===== src/rtl/apb_pkg.sv =====
// Shared definitions for the APB master and its companion register slave:
// FSM state encoding, default bus widths and the register map.
package apb_pkg;

   localparam int ADDR_W_DEF = 32;
   localparam int DATA_W_DEF = 32;

   localparam logic [31:0] REG_NUMBER_IN_GROUP = 32'h0;
   localparam logic [31:0] REG_DATE            = 32'h4;
   localparam logic [31:0] REG_SURNAME         = 32'h8;
   localparam logic [31:0] REG_NAME            = 32'hC;

   typedef enum logic [1:0] {
      IDLE   = 2'd0,
      SETUP  = 2'd1,
      ACCESS = 2'd2
   } apb_state_e;

endpackage


===== src/rtl/apb_master_block.sv =====
// APB master: IDLE once after reset, then back-to-back SETUP/ACCESS transfers
// built from the request inputs sampled on each edge entering SETUP.
module apb_master_block
   import apb_pkg::*;
#(
   parameter int ADDR_W = ADDR_W_DEF,
   parameter int DATA_W = DATA_W_DEF
) (
   input  logic              PCLK,
   input  logic              PRESETn,
   input  logic              PWRITE_MASTER,
   input  logic [ADDR_W-1:0] PADDR_MASTER,
   input  logic [DATA_W-1:0] PWDATA_MASTER,
   output logic [DATA_W-1:0] PRDATA_MASTER,
   output logic              PSEL,
   output logic              PENABLE,
   output logic              PWRITE,
   output logic [ADDR_W-1:0] PADDR,
   output logic [DATA_W-1:0] PWDATA,
   input  logic [DATA_W-1:0] PRDATA,
   input  logic              PREADY,
   output apb_state_e        fsm_state
);

   apb_state_e state_q;
   apb_state_e state_d;

   always_ff @(posedge PCLK or negedge PRESETn) begin
      if (!PRESETn) state_q <= IDLE;
      else          state_q <= state_d;
   end

   always_comb begin
      state_d = state_q;
      case (state_q)
         IDLE:    state_d = SETUP;
         SETUP:   state_d = ACCESS;
         ACCESS:  if (PREADY) state_d = SETUP;
         default: state_d = IDLE;
      endcase
   end

   // SETUP is only ever entered, never held, so this marks the request-capture edge.
   always_ff @(posedge PCLK or negedge PRESETn) begin
      if (!PRESETn) begin
         PADDR  <= '0;
         PWDATA <= '0;
         PWRITE <= 1'b0;
      end else if (state_d == SETUP) begin
         PADDR  <= PADDR_MASTER;
         PWDATA <= PWDATA_MASTER;
         PWRITE <= PWRITE_MASTER;
      end
   end

   always_ff @(posedge PCLK or negedge PRESETn) begin
      if (!PRESETn)                                     PRDATA_MASTER <= '0;
      else if (state_q == ACCESS && PREADY && !PWRITE)  PRDATA_MASTER <= PRDATA;
   end

   assign PSEL      = (state_q != IDLE);
   assign PENABLE   = (state_q == ACCESS);
   assign fsm_state = state_q;

endmodule


===== config.mk =====
export PLATFORM = sky130hd
export DESIGN_NAME = apb_master_block
export DESIGN_NICKNAME = d
export VERILOG_FILES = /design/src/rtl/apb_pkg.sv /design/src/rtl/apb_master_block.sv
export SDC_FILE = /design/constraint.sdc
export NUM_CORES = 1
export LEC_CHECK = 0
export BUFFER_PORTS_ARGS = -buffer_cell sky130_fd_sc_hd__buf_2
export CORE_MARGIN = 4
export CORE_UTILIZATION = 44
export CTS_CLUSTER_DIAMETER = 200
export DETAILED_ROUTE_END_ITERATION = 10
export GPL_TIMING_DRIVEN = 0
export PLACE_DENSITY = 0.81
export REMOVE_ABC_BUFFERS = 1
export SYNTH_ARGS = -nofsm -noshare
export SYNTH_HDL_FRONTEND = slang
export SYNTH_SLANG_ARGS = --single-unit

===== constraint.sdc =====
create_clock -name PCLK -period 1.6 [get_ports PCLK]
set_input_delay 0.24 -clock PCLK [delete_from_list [all_inputs] [get_ports PCLK]]
set_output_delay 0.24 -clock PCLK [all_outputs]
set_load 0.005 [all_outputs]

# Word level (Yosys, flattened, before mapping)
# Cells that the tools add are included.
# W data, S select, Z words.
[classes]
n_reduce_logical = 5
eq_ne = 3
n_mux = 2
[op_table]
columns = ["cell", "n"]
rows = [
  ["$pmux W2 S3", 1],
  ["$eq A2 B1 Y1 const B", 2],
  ["$eq A2 B2 Y1 const B", 1],
  ["$logic_and A1 B1 Y1", 2],
  ["$logic_not A2 Y1", 1],
  ["$mux W2", 1],
  ["$reduce_bool A2 Y1", 1],
  ["$logic_not A1 Y1", 1],
]
[totals]
regBits = 99
elab_cells = 15

# Logic depth before layout (Yosys ltp)
[depth]
word_depth = 3
depth_mapped = 5
mapped_depth_nobuf = 3

# Worst setup path before layout
# OpenSTA, ideal clock, no wires.
[synth_path]
path_kind = "register to register"
start = "register state_q[0], in the netlist fsm_state[0]"
end = "register PRDATA_MASTER[10]"
path_stages_with_launch = 5
setup_slack_ns = 0.129
synth_period_minus_slack_ns = 1.471
n_path_buf = 1
setup_ns = 0.125
arrival_ns = 1.347
path_cell_list = "dfrtp_1 -> nand2b_1 -> nor3_4 -> buf_6 -> mux2_2"
[synth_between]
elab_chain_len = 3
[synth_rtl]
columns = ["element", "line_no", "source"]
rows = [
  ["from (decl)", "apb_master_block.sv:25", "apb_state_e state_q;"],
  ["from (signal assigned)", "apb_master_block.sv:30", "else state_q <= state_d;"],
  ["$eq A2 B2 Y1", "apb_master_block.sv:58", "else if (state_q == ACCESS && PREADY && !PWRITE) PRDATA_MASTER <= PRDATA;"],
  ["$logic_and A1 B1 Y1 (2 in a row)", "apb_master_block.sv:58", ""],
  ["to (signal assigned)", "apb_master_block.sv:57", "if (!PRESETn) PRDATA_MASTER <= '0;"],
  ["to (signal assigned)", "apb_master_block.sv:58", ""],
  ["to (decl)", "apb_master_block.sv:14", "output logic [DATA_W-1:0] PRDATA_MASTER,"],
]
# No other way between the ends.
# A chain may end at the register's enable or synchronous reset.

# Worst setup path in the final report
[layout_path]
start = "register state_q[0], in the netlist fsm_state[0]"
end = "register PRDATA_MASTER[14]"
# The elaborated chain is that of the path after synthesis.

==> flow_summary.toml <==
[synthesis]
yosysTopAreaCell = "dfrtp_1"
synth_simple_gate_area_share_pct = 0.9450
synth_top_area_share_pct = 66.82
synthAdderAreaFrac_pct = 0
synth_seq_cells = 99
synthArstFlopShare_pct = 100.0
synth-compound-area-share_pct = 0.3712
synthCells = 214
yosys_warnings = 0
yosysMostFrequentCell = "dfrtp_1"
syn_avg_cell_area_um2 = 17.32
yosysUniqueCellTypes = 12
synth_common_cells = "dfrtp_1, mux2_2, buf_4"
synth_area_um2 = 3707
synthMuxAreaShare_pct = 29.46
ys_seq_area_share_pct = 66.82
synth-xor-area-share_pct = 0
synthFlopType = "dfrtp_1"
synth_top_cells_by_area = "dfrtp_1, mux2_2, buf_4"
synth_top_family_by_area = "multiplexers"
synth_enable_flop_cells = 0

[hold_path]
hold_class = "in2reg"
hold_end = "fsm_state[1]$_DFF_PN0_"
holdPathStages = 2
min-delay-start = "PREADY"

[timing]
setup_ws_ns = 0.08932
fin_worst_skew_ns = 0.01188
fin_crit_sh_pct = 94.42
fin_crit_ns = 1.511
rsz0062_at_grt = "false"
fmax_mhz = 662.0
worst_pin_slew_ns = 0.6403
max_slew_margin_pct = 57.31
finalHoldViolCount = 0
setup-violations-final = 0
slew_viol_final = 0

[cts]
clockBufferDepth = 2
cts_buffers = 9
htreeDepth = 3
cts_tree = "built"
clkLatencyLatePin_ns = 0.35
root_buffer = "clkbuf_8"
clock_sinks = 99
path_clk_slew_ns = 0.10

[placement]
routabilityCongestion = 0.7300
io_buffer_count = 200
pre_cts_ws_ns = -0.7040
dp_hpwl_um = 6629

[critical_path]
worst_ep_required_time_ns = 1.83
rr_worst_depth = 4
rrSetupSlack_ns = 0.09
start_kind = "flop"
cp-end-kind = "flop"
timing.rr.end = "PRDATA_MASTER[14]$_DFFE_PN0P_"
worstSetupPathType = "reg2reg"
worstPathMaxFanout = 16
cp.arrival_ns = 1.74
regToRegStartpoint = "fsm_state[0]$_DFF_PN0_"

[power_and_ir_drop]
swShare_pct = 30.12
pwr-share-seq_pct = 43.6
p_leak_nw = 2.549
pwr-share-comb_pct = 39.1
ir_drop_mv = 1.027
netSwitchingPower_mw = 3.070
pwr-share-clk_pct = 17.3
finalPower_mw = 10.19
p_per_area_nw_per_um2 = 1987
power.internal_mw = 7.122

[cells_and_area]
fillers = 670
drive_above_1_share_pct = 75.23
antenna_cells = 0
area_growth_pct = 38.34
nNetsFinal = 523

[drt]
avgViaCountPerCell = 4.818
wire_per_inst_um = 16.14
drt_pass1_iterations = 4
drc_errors = 0
ant_nets = 0
routed-via-count = 2568
drt_iter0_markers = 50
drt-total-wl_um = 8602

[die]
die_area_um2 = 9958
start_util_pct = 45.12
ioPinCount = 201
die_h_um = 99.79
num_rows = 33
die_w_um = 99.79
core_area_um2 = 8217

[global_route]
grt_pass1_vias = 2819
track_usage_pct = 17.71
overflow = 0
grt_antenna_before_repair = 0
grt_pass1_wl_um = 13830
grt_max_degree = 52

[job]
maxCapViolCount = 0

[run_status]
status = "complete, no violations"
[power by group through the flow]
stage | clock [mW] | combinational (mW) | sequential [mW]
2_1_floorplan | 0 | 1.92 | 4.56
3_3_place_gp | 0 | 3.59 | 4.36
3_5_place_dp | 0 | 4.07 | 4.48
4_1_cts | 1.83 | 4.17 | 4.46
5_1_grt | 1.95 | 4.36 | 4.62
6_report | 1.76 | 3.98 | 4.45
[cells in the final DEF (no fill, tap or decap)]
cell,instances
buf_16,2
dfrtp_2,1
nor3_4,2
clkinv_4,3
clkbuf_1,1
buf_12,1
inv_1,2
nand2b_4,1
a21oi_4,1
buf_4,4
buf_2,199
nand2b_1,1
or2_2,1
dlygate4sd3_1,1
mux2_1,2
bufinv_16,2
o21ai_0,1
clkbuf_8,10
dfrtp_1,98
mux2_2,95
[logic make-up after synthesis]
logic type / count (synthesis)
AO/OA/AOI/OAI: 2
AND/OR/NAND/NOR: 4
multiplexers: 97
flip-flops: 99
buffers and inverters: 12
[through the flow]
step	utilization (%)	area, um2	setup TNS, ns	instances	hold slack [ns]
2_1_floorplan	-	3626	-88.62	204	-0.05559
3_3_place_gp	57.91	4758	-218.04	509	0.4589
3_5_place_dp	58.95	4843	-32.95	512	0.3059
4_1_cts	62.65	5147	0	534	0.07094
5_1_grt	62.42	5129	0	533	0.05406
6_report	62.42	5129	0	533	0.09749
[worst max-delay path, cell delays in order (launching register included)]
cell and delay (ns):
dfrtp_1 0.45, nand2b_4 0.21, nor3_4 0.20, buf_12 0.18
mux2_2 0.34
[registers in the layout (all words and copies together), names as in the netlist]
signal         cells
fsm_state          2
PADDR             32
PWDATA            32
PWRITE             1
PRDATA_MASTER     32
[worst max path at each step]
stage	slack, ns	startpoint	end
detailed placement	-0.70	fsm_state[0]$_DFF_PN0_	PRDATA_MASTER[23]$_DFFE_PN0P_
CTS	0.002	fsm_state[1]$_DFF_PN0_	PADDR[18]$_DFFE_PN0N_
global placement	-2.02	PREADY	PWDATA[5]$_DFFE_PN0N_
floorplan	-1.18	fsm_state[1]$_DFF_PN0_	PADDR[0]$_DFFE_PN0N_
global route	0.01	fsm_state[0]$_DFF_PN0_	PRDATA_MASTER[3]$_DFFE_PN0P_
finish	0.09	fsm_state[0]$_DFF_PN0_	PRDATA_MASTER[14]$_DFFE_PN0P_
[timing repair]
item,4_1_cts,5_1_grt
endpoints found under the setup margin,81,28
resized for setup,3,1
gates cloned,1,0
hold buffers,1,0
buffers inserted,4,0
endpoints found under the hold margin,48,0
pin swaps,3,0
[final cells by class]
type                       count  area, um2  area share (%)
timing repair buffer         207       1111           21.66
tap                          105      131.4           2.562
inverter                       2      7.507          0.1464
sequential                    99       2479           48.33
clock inverter                 5      86.33           1.683
clock buffer                  11      141.4           2.757
multi-input combinational    104       1172           22.86
[metal layers]
| metal | GRT usage, % | routed length (um) |
|---|---|---|
| met2 | 31.50 | 4491 |
| met5 | 0 | 0 |
| met4 | 4.727 | 68 |
| met3 | 7.158 | 917 |
| met1 | 19.61 | 3125 |
No activity file was read; power rests on OpenSTA's default activity.
